**config.mk**
```make
export PLATFORM = sky130hd
export DESIGN_NAME = lsu_seq
export DESIGN_NICKNAME = d
export VERILOG_FILES = /design/src/rtl/lsu_seq.sv
export SDC_FILE = /design/constraint.sdc
export NUM_CORES = 1
export LEC_CHECK = 0
export BUFFER_PORTS_ARGS = -buffer_cell sky130_fd_sc_hd__clkbuf_2
export CAP_MARGIN = 10
export CORE_AREA = 3 3 188 190
export DETAILED_ROUTE_END_ITERATION = 6
export DIE_AREA = 0 0 191 193
export PLACE_DENSITY = 0.78
export RECOVER_POWER = 100
export SLEW_MARGIN = 20
export SYNTH_ARGS = -nofsm -noshare
export SYNTH_HDL_FRONTEND = slang
export SYNTH_SLANG_ARGS = --single-unit
```
**constraint.sdc**
```tcl
create_clock -name clk -period 17.9 [get_ports clk]
set_input_delay 0.895 -clock clk [delete_from_list [all_inputs] [get_ports clk]]
set_output_delay 0.895 -clock clk [all_outputs]
set_load 0.05 [all_outputs]
```
**src/rtl/lsu_seq.sv**
```systemverilog
// Load/store sequencer: takes one access from execute, runs the memory request/response
// handshake while stalling the pipeline, then returns extended load data or an exception.
module lsu_seq #(
  parameter int TIMEOUT = 255
) (
  input  logic        clk,
  input  logic        rst,
  input  logic        ex_valid,
  output logic        ex_ready,
  input  logic        ex_is_load,
  input  logic        ex_is_store,
  input  logic [2:0]  ex_funct3,
  input  logic [63:0] ex_addr,
  input  logic [63:0] ex_wdata,
  input  logic [4:0]  ex_rd,
  output logic        mem_req_valid,
  input  logic        mem_req_ready,
  output logic        mem_req_we,
  output logic [63:0] mem_req_addr,
  output logic [63:0] mem_req_wdata,
  output logic [7:0]  mem_req_wstrb,
  input  logic        mem_rsp_valid,
  input  logic [63:0] mem_rsp_rdata,
  output logic        wb_valid,
  output logic [4:0]  wb_rd,
  output logic [63:0] wb_data,
  output logic        stall,
  output logic        exc_valid,
  output logic [1:0]  exc_cause,
  output logic [63:0] exc_addr
);
  typedef enum logic [1:0] {IDLE, REQ, WAIT, DONE} state_t;

  localparam logic [15:0] TO_LAST = 16'(TIMEOUT - 1);

  state_t      state_q, state_d;
  logic [15:0] timer_q, timer_d;
  logic [63:0] addr_q, addr_d, wdata_q, wdata_d, data_q, data_d;
  logic [2:0]  f3_q, f3_d;
  logic [4:0]  rd_q, rd_d;
  logic        load_q, load_d, exc_q, exc_d;
  logic [1:0]  cause_q, cause_d;

  logic        accept, illegal, misal, timeout_hit;
  logic [5:0]  sh;
  logic [63:0] rsp_shifted;

  assign accept      = (state_q == IDLE) && ex_valid && (ex_is_load || ex_is_store);
  assign illegal     = (ex_is_load && ex_is_store) || (ex_is_load && ex_funct3 == 3'd7) ||
                       (ex_is_store && ex_funct3[2]);
  assign sh          = {addr_q[2:0], 3'b000};
  assign rsp_shifted = mem_rsp_rdata >> sh;
  // The last counted REQ/WAIT cycle already belongs to the timeout: request drops, response ignored.
  assign timeout_hit = (state_q == REQ || state_q == WAIT) && (timer_q == TO_LAST);

  always_comb begin
    misal = 1'b0;
    case (ex_funct3[1:0])
      2'd0: misal = 1'b0;
      2'd1: misal = ex_addr[0];
      2'd2: misal = |ex_addr[1:0];
      default: misal = |ex_addr[2:0];
    endcase
  end

  always_comb begin
    state_d = state_q;
    timer_d = timer_q;
    addr_d  = addr_q;
    wdata_d = wdata_q;
    data_d  = data_q;
    f3_d    = f3_q;
    rd_d    = rd_q;
    load_d  = load_q;
    exc_d   = exc_q;
    cause_d = cause_q;
    case (state_q)
      IDLE: if (accept) begin
        addr_d  = ex_addr;
        wdata_d = ex_wdata;
        f3_d    = ex_funct3;
        rd_d    = ex_rd;
        load_d  = ex_is_load && !ex_is_store;
        timer_d = 16'd0;
        exc_d   = illegal || misal;
        cause_d = illegal ? 2'd3 : (ex_is_load ? 2'd0 : 2'd1);
        state_d = (illegal || misal) ? DONE : REQ;
      end
      REQ: begin
        timer_d = timer_q + 16'd1;
        if (timeout_hit) begin
          exc_d   = 1'b1;
          cause_d = 2'd2;
          state_d = DONE;
        end else if (mem_req_ready) begin
          if (mem_rsp_valid) begin
            data_d  = rsp_shifted;
            state_d = DONE;
          end else begin
            state_d = WAIT;
          end
        end
      end
      WAIT: begin
        timer_d = timer_q + 16'd1;
        if (timeout_hit) begin
          exc_d   = 1'b1;
          cause_d = 2'd2;
          state_d = DONE;
        end else if (mem_rsp_valid) begin
          data_d  = rsp_shifted;
          state_d = DONE;
        end
      end
      default: state_d = IDLE;
    endcase
  end

  always_ff @(posedge clk or posedge rst) begin
    if (rst) begin
      state_q <= IDLE;
      timer_q <= '0;
      addr_q  <= '0;
      wdata_q <= '0;
      data_q  <= '0;
      f3_q    <= '0;
      rd_q    <= '0;
      load_q  <= 1'b0;
      exc_q   <= 1'b0;
      cause_q <= '0;
    end else begin
      state_q <= state_d;
      timer_q <= timer_d;
      addr_q  <= addr_d;
      wdata_q <= wdata_d;
      data_q  <= data_d;
      f3_q    <= f3_d;
      rd_q    <= rd_d;
      load_q  <= load_d;
      exc_q   <= exc_d;
      cause_q <= cause_d;
    end
  end

  always_comb begin
    ex_ready      = (state_q == IDLE);
    stall         = (state_q != IDLE);
    mem_req_valid = (state_q == REQ) && !timeout_hit;
    mem_req_we    = 1'b0;
    mem_req_addr  = '0;
    mem_req_wdata = '0;
    mem_req_wstrb = '0;
    if (mem_req_valid) begin
      mem_req_we    = !load_q;
      mem_req_addr  = {addr_q[63:3], 3'b000};
      mem_req_wdata = wdata_q << sh;
      if (!load_q) begin
        case (f3_q[1:0])
          2'd0: mem_req_wstrb = 8'(8'h01 << addr_q[2:0]);
          2'd1: mem_req_wstrb = 8'(8'h03 << addr_q[2:0]);
          2'd2: mem_req_wstrb = 8'(8'h0F << addr_q[2:0]);
          default: mem_req_wstrb = 8'hFF;
        endcase
      end
    end
  end

  always_comb begin
    wb_valid  = (state_q == DONE) && load_q && !exc_q;
    exc_valid = (state_q == DONE) && exc_q;
    wb_rd     = '0;
    wb_data   = '0;
    exc_cause = '0;
    exc_addr  = '0;
    if (wb_valid) begin
      wb_rd = rd_q;
      case (f3_q)
        3'd0: wb_data = {{56{data_q[7]}},  data_q[7:0]};
        3'd1: wb_data = {{48{data_q[15]}}, data_q[15:0]};
        3'd2: wb_data = {{32{data_q[31]}}, data_q[31:0]};
        3'd4: wb_data = {56'd0, data_q[7:0]};
        3'd5: wb_data = {48'd0, data_q[15:0]};
        3'd6: wb_data = {32'd0, data_q[31:0]};
        default: wb_data = data_q;
      endcase
    end
    if (exc_valid) begin
      exc_cause = cause_q;
      exc_addr  = addr_q;
    end
  end
endmodule

```
==> results.md, run 1 <==
* Flops & latches, synth at 222
* Pwr Total at 3.65 mW
* RSZ-0062 raised after global routing: no
* Syn_area_per_cell at 10.4 sq um
* Startpoint Class: register
* Share of the synthesized area in the top cell type at 38.7%
* Seq. cell area at 5560 sq um
* Filler Cell Count at 3259
* Antenna violations before repair at 2
* Top cells by instance count after synthesis: dfrtp_1, mux2_2, and3_1
* Status: complete, but fails checks
* Slew Limit Fails at 719
* WL/cell at 21.9 microns
* Clock Path Buffers at 3
* Max FO, Critical Path at 68
* Period utilisation layout at 52.9%
* TritonCTS Buffers at 27
* ANT nets after route at 0
* Buffers on Ports at 480
* Simple-Gate Fraction of Synth Area at 15.0%
* Drt total wl at 49400 microns
* CTS tree: yes
* Pwr dens at 211 nW/um^2
* Worst hold path class: register to register
* Initial core utilization at 42.7%
* Multi-input logic area at 7840 sq um
* Post-synth cell types at 62
* CP arrival at 8.58 ns
* Final Non-Filler Cells at 2255
* Placed Cells at 2203
* Cell taking the most area after synthesis: dfrtp_1
* Largest net degree at the start of global routing at 101
* Num ports at 484
* Top FF cell, synth: dfrtp_1
* Core Box Area at 33600 sq um
* Final setup vio count at 0
* GPL Wtd Cong at 0.915
* Adder-cell share of the synthesized area at 1.05%
* Xor/xnor share of the synthesized area at 0.488%
* Crit path required time at 17.01 ns
* Worst-margin pin slew at 4.60 ns
* H-Tree Depth at 1
* Layout Cell Area excl Fill at 17300 sq um
* Placed instance area at 16900 sq um
* Post-DP HPWL at 36600 microns
* Cell with the most instances after synthesis: dfrtp_1
* # hold bufs at CTS at 0
* Clk slew on worst S/H paths at 0.06 ns
* Sequential fraction of the synthesis area at 38.7%
* Drt drc at 0
* EDFF count, synth at 0
* DIE HEIGHT at 193 microns
* Setup TNS at 0 ns
* Vias in the first global route at 12445
* DRT iter0 DRCs at 968
* Die Wd at 191 microns
* Setup crit end kind: output pin
* Row count at 67
* Via count at 12783
* Relative slew slack at -207%
* First-pass GRT wire length at 73100 microns
* Clk sinks at 222
* Max frequency at 106 MHz
* Vias/cell at 5.67
* Max-Cap Viols at 11
* Largest cells by area after synthesis: dfrtp_1, mux2_2, and3_1
* Post-synthesis compound-gate area fraction at 10.3%
* Share of cells above drive strength 1 at 27.1%
* Synth-to-layout area growth at 20.5%
* Final #Nets at 2004
* Synth warnings at 0
* Fin. Hold Viols at 0
* Crit Path Class: register to output pin
* Die Footprint at 36900 sq um
* Congestion Overflow GR at 0
* Clock latency on the worst-skew pair at 0.55 ns
* GRT Util Overall at 25.2%
* Post-CTS Setup Inserts at 0
* Root Driver: clkbuf_16
* Clock skew at 0.0275 ns
* Router iterations before antenna repair at 5
* Worst hold slack at 0.479 ns
* Mapped Area at 14300 sq um
* Failing checks: capacitance limit, slew limit
* Post-synthesis cell count at 1379
* Leakage power at 7.99 nW
* Post-synthesis mux area share at 29.1%
* Asr flop ratio synth at 100%
* Cts repair resizes at 0
* Largest family of logic cells by synthesized area: multiplexers
* Max rail drop VDD at 117 uV
* Post-layout min period at 9.47 ns
## per-stage QoR
step	setup WS [ns]	util [%]
final	8.43	51.4
after global routing	6.68	51.4
after CTS	13.14	53.2
after detailed placement	13.71	50.2
after global placement	13.81	50.2
after floorplan	10.93	-
## worst max-delay path: stages, from the launching register on
cell and delay [ns]:
dfrtp_1 2.17, clkbuf_1 3.14, nor2b_1 1.58, o2bb2ai_1 0.48
nand2_1 0.09, a21oi_1 0.12, clkbuf_1 0.39
## cells by family (layout without fill, tap and decap cells)
logic type,Yosys count,in the layout
adder cells (fa/ha/maj),12,12
flip-flops,222,222
multiplexers,338,338
AND/OR/NAND/NOR,415,415
buffers and inverters,165,590
other,1,4
XOR/XNOR,8,8
AO/OA/AOI/OAI,218,218
## layout by cell type, fill, tap and decap left out, types with 4 or more instances in the layout
cell type  Yosys  routed
nor3_1        12      12
clkbuf_2       0     216
nand2_1       77      77
nand3_1       20      20
and2_0         0       4
o32ai_1        8       8
bufinv_16      0       6
or3_1          6       5
o21ai_0       34      35
nand2b_1       4       4
o21a_1        45      45
ha_1          12      12
clkinv_2       0       4
and3_1       135     135
mux2i_1       82      82
buf_4          6       9
inv_1         35      34
dfrtp_1      222     220
nand3b_1       4       4
clkbuf_1      70     282
clkbuf_16      0      27
xnor2_1        8       8
a21oi_1       55      55
mux4_2        24      24
a211oi_1      23      23
mux2_2       176     176
mux2_1         4      54
clkbuf_8       0       5
o2bb2ai_1     16      16
a22oi_1        9       9
nor2b_1       14      14
and2_1        27      23
nor2_1       104     103
## sequential cells by signal, indices dropped and copies added, names as in the netlist
signal and flops:
addr_q 64, cause_q 2, data_q 64, exc_q 1, f3_q 3, load_q 1
rd_q 5, state_q 2, timer_q 16, wdata_q 64
## per-layer routing
| layer | GRT usage, % | share of wire, % | vias to the layer above | wire length, microns |
|---|---|---|---|---|
| li1 | - | - | 5769 | - |
| met1 | 32.4 | 39 | 6306 | 19400 |
| met2 | 43.2 | 50 | 594 | 24700 |
| met3 | 4.07 | 7.1 | 112 | 3520 |
| met4 | 9.26 | 3.7 | 2 | 1840 |
| met5 | 0 | 0.026 | - | 13 |
## final cells by class
class,count,area share (%)
multi-input combinational,994,45.4
sequential,222,32.2
timing repair buffer,502,12.7
clock buffer,37,4.42
tap,448,3.24
clock inverter,13,1.32
inverter,38,0.832
antenna,1,0.0145
## report_power, final
| part | total (mW) | switching, mW | internal [mW] | leakage (nW) |
|---|---|---|---|---|
| Combinational | 2.04 | 1.30 | 0.735 | 4.80 |
| Clock | 0.612 | 0.227 | 0.385 | 0.486 |
| Sequential | 1.00 | 0.256 | 0.746 | 2.70 |
## path summary, 6_finish.rpt
check | start | to | slack, ns | cells past startpoint
min reg2reg | data_q[5] | data_q[5] | 0.48 | 1
min | data_q[5] | data_q[5] | 0.48 | 1
max reg2reg | addr_q[0] | data_q[9] | 9.45 | 5
min in group asynchronous | rst | rd_q[0] | 1.71 | 2
max | addr_q[0] | mem_req_wdata[52] | 8.43 | 6
max in group asynchronous | rst | addr_q[1] | 8.71 | 4
No activity file was read; power rests on OpenSTA's default activity.
==> run 2: changes to the inputs <==
--- a/config.mk
+++ b/config.mk
@@ -7,10 +7,10 @@
 export LEC_CHECK = 0
 export BUFFER_PORTS_ARGS = -buffer_cell sky130_fd_sc_hd__clkbuf_2
 export CAP_MARGIN = 10
-export CORE_AREA = 3 3 188 190
+export CORE_AREA = 3 3 184 186
 export DETAILED_ROUTE_END_ITERATION = 6
-export DIE_AREA = 0 0 191 193
-export PLACE_DENSITY = 0.78
+export DIE_AREA = 0 0 187 189
+export PLACE_DENSITY = 0.83
 export RECOVER_POWER = 100
 export SLEW_MARGIN = 20
 export SYNTH_ARGS = -nofsm -noshare
==> constraint.sdc (replaced) <==
create_clock -name clk -period 7.8 [get_ports clk]
set_input_delay 0.39 -clock clk [delete_from_list [all_inputs] [get_ports clk]]
set_output_delay 0.39 -clock clk [all_outputs]
set_load 0.05 [all_outputs]
==> run 2 against run 1 <==
  * The flow still finishes with violations (capacitance limit, slew limit)
  * Clock skew decreased by 0.012 ns
  * Non-clock buffer count unchanged
  * Final area increased by 0.71%
  * Global-route usage increased by 1.7 points
  * Cell count decreased by 0.22%
  * Via count increased by 1.8%
  * Clock power increased by 140%
  * Register-to-register slack got worse by 5.6 ns
  * Die area decreased by 4.1%
  * Sequential share of layout area decreased by 0.23 points
  * Combinational power increased by 130%
  * Critical path type unchanged
  * Critical endpoint is now mem_req_wdata[63]
  * Highest routed layer unchanged
==> results.md, run 2 (synthesis gave the netlist of run 1 again) <==
* CP max stage cell: dfrtp_1
* Post-DP HPWL at 37000 microns (+1.1%)
* Power Internal at 4.26 mW (+130%)
* Cts repair resizes at 0 (unchanged)
* Largest net degree at the start of global routing at 83 (-18%)
* DRT iter0 DRCs at 1048 (+8.3%)
* Met2 Use GR at 46.1% (+2.9 points)
* Drt drc at 0 (unchanged)
* Period utilisation layout at 67.6%
* Via count at 13013 (+1.8%)
* Initial core utilization at 44.2% (+1.5 points)
* Row count at 66 (-1.5%)
* Seq pwr share at 27.6% (+0.2 points)
* Clock skew at 0.0152 ns (-0.0123 ns)
* Multi-input logic area at 7880 sq um (+0.56%)
* Final #Nets at 2004 (unchanged)
* GRT Util Overall at 26.9% (+1.7 points)
* Logic pwr share at 55.3% (-0.5 points)
* Crit Path Class: register to output pin
* Antenna violations before repair at 3 (+1)
* Final worst-path setup slack at 2.53 ns (-5.90 ns)
* WP buf/inv at 3 (+1)
* Synth-to-layout area growth at 21.3%
* Placed Cells at 2196 (-0.32%)
* GRT busiest layer: met2
* Max frequency at 190 MHz
* Clock power frac at 17.1% (+0.3 points)
* Pwr dens at 481 nW/um^2 (+130%)
* Worst-margin pin slew at 3.67 ns (-0.928 ns)
* Max rail drop VDD at 328 uV (+180%)
* CP top delay family: flip-flops
* Seq. cell area at 5560 sq um (unchanged)
* Relative slew slack at -146% (+61 points)
* First-pass GRT wire length at 76200 microns (+4.3%)
* CTS tree: yes
* Router iterations before antenna repair at 7 (+2)
* Setup TNS at 0 ns (unchanged)
* Sw Ratio at 49.2% (+0.32 points)
* Post-layout min period at 5.27 ns
* Fin. Hold Viols at 0 (unchanged)
* Clk sinks at 222 (unchanged)
* Clk slew on worst S/H paths at 0.06 ns (about the same)
* Largest registers: addr_q x64, data_q x64, wdata_q x64
* RSZ-0062 raised after global routing: no
* Filler Cell Count at 3076 (-5.6%)
* Crit path required time at 7.41 ns (-9.60 ns)
* Vias/cell at 5.78 (+2.0%)
* ANT nets after route at 0 (unchanged)
* CP arrival at 4.88 ns (-3.70 ns)
* Core Box Area at 32500 sq um (-3.5%)
* Final setup vio count at 0 (unchanged)
* Buffers on Ports at 480 (unchanged)
* Status: complete, but fails checks
* CP peak stage delay at 1.97 ns (-1.17 ns)
* Worst hold path class: primary input to register
* Clock Path Buffers at 3 (unchanged)
* Commonest non-fill, non-tap cell in the layout: clkbuf_1
* Vias in the first global route at 12933 (+3.9%)
* Setup crit end kind: output pin
* TritonCTS Buffers at 27 (unchanged)
* # hold bufs at CTS at 1 (+1)
* Commonest non-fill, non-tap cells in the layout: clkbuf_1, dfrtp_1, clkbuf_2
* Failing checks: capacitance limit, slew limit
* Leakage power at 8.06 nW (+0.86%)
* WL/cell at 22.3 microns (+1.7%)
* Die Wd at 187 microns (-2.1%)
* GPL Wtd Cong at 0.932 (+1.9%)
* Congestion Overflow GR at 0 (unchanged)
* H-Tree Depth at 1 (unchanged)
* Num ports at 484 (unchanged)
* Slew Limit Fails at 382 (-47%)
* Drt total wl at 50200 microns (+1.4%)
* Met3 Use GR at 4.87% (+0.80 points)
* NetSw at 4.12 mW (+130%)
* Startpoint Class: register
* Final Non-Filler Cells at 2250 (-0.22%)
* Max-Cap Viols at 6 (-5)
* Clock latency on the worst-skew pair at 0.55 ns (about the same)
* Pre-CTS WS at 4.15 ns (-9.56 ns)
* Pwr Total at 8.38 mW (+130%)
* Post-CTS Setup Inserts at 0 (unchanged)
* Worst-path cell chain: buf_4 -> buf_16 -> mux2i_1 -> mux4_2 -> nor2_1 -> clkbuf_1
* GR Util met1 at 34.0% (+1.6 points)
* DIE HEIGHT at 189 microns (-2.1%)
* Root Driver: clkbuf_16
* Max FO, Critical Path at 59 (-13%)
* Die Footprint at 35300 sq um (-4.1%)
* Share of cells above drive strength 1 at 27.4% (+0.28 points)
run 2: cell count changes in the layout (fill, tap and decap cells not counted), sizes merged:
cell	delta
dlygate4sd3	+1
clkinvlp	-1
diode	+1
buf	+8
clkbuf	-10
clkinv	+1
bufinv	+1
run 2: metal layers:
metal / up-vias / part of all wire [%]
li1: 5769 / -
met3: 135 / 6.9
met2: 658 / 49
met5: - / 0.014
met1: 6449 / 40
met4: 2 / 4.5
run 2: power groups by stage:
stage | clock network, mW | logic, mW | registers (mW)
6_report | 1.44 | 4.63 | 2.31
5_1_grt | 1.52 | 4.95 | 2.38
4_1_cts | 1.46 | 4.80 | 2.30
3_5_place_dp | 0 | 4.78 | 2.31
3_3_place_gp | 0 | 4.68 | 2.29
2_1_floorplan | 0 | 3.90 | 1.99
run 2: worst reg2reg max path: stages (launching register included):
cell and delay [ns]:
dfrtp_1 1.97, buf_4 0.61, mux2i_1 0.44, inv_1 0.08, mux4_2 0.50, mux2_4 0.27
run 2: path summary, 6_finish.rpt:
kind,startpoint,to,slack [ns],cells after the start
max in group asynchronous,rst,addr_q[1],3.01,4
worst min-delay path,ex_addr[33],addr_q[33],0.06,2
worst max register to register,addr_q[0],data_q[7],3.80,5
worst min register to register,data_q[3],data_q[3],0.49,1
min in group asynchronous,rst,addr_q[24],1.46,3
worst max-delay path,addr_q[0],mem_req_wdata[63],2.53,6
run 2: layout make-up:
type / count / area share [%]
multi-input cells: 994 / 45.3
clock inverters: 14 / 1.54
clock buffers: 36 / 4.31
inverters: 38 / 0.827
well taps: 442 / 3.18
diodes: 2 / 0.0287
repair buffers: 502 / 12.9
flip-flops and latches: 222 / 31.9
run 2: stage by stage:
step | cell area [sq um] | utilization, % | hold slack (ns)
floorplan | 14400 | - | 0.451
global placement | 16900 | 51.9 | 0.471
detailed placement | 16900 | 52.0 | 0.484
CTS | 17900 | 55.1 | 0.0391
global route | 17400 | 53.6 | 0.0399
finish | 17400 | 53.6 | 0.0611
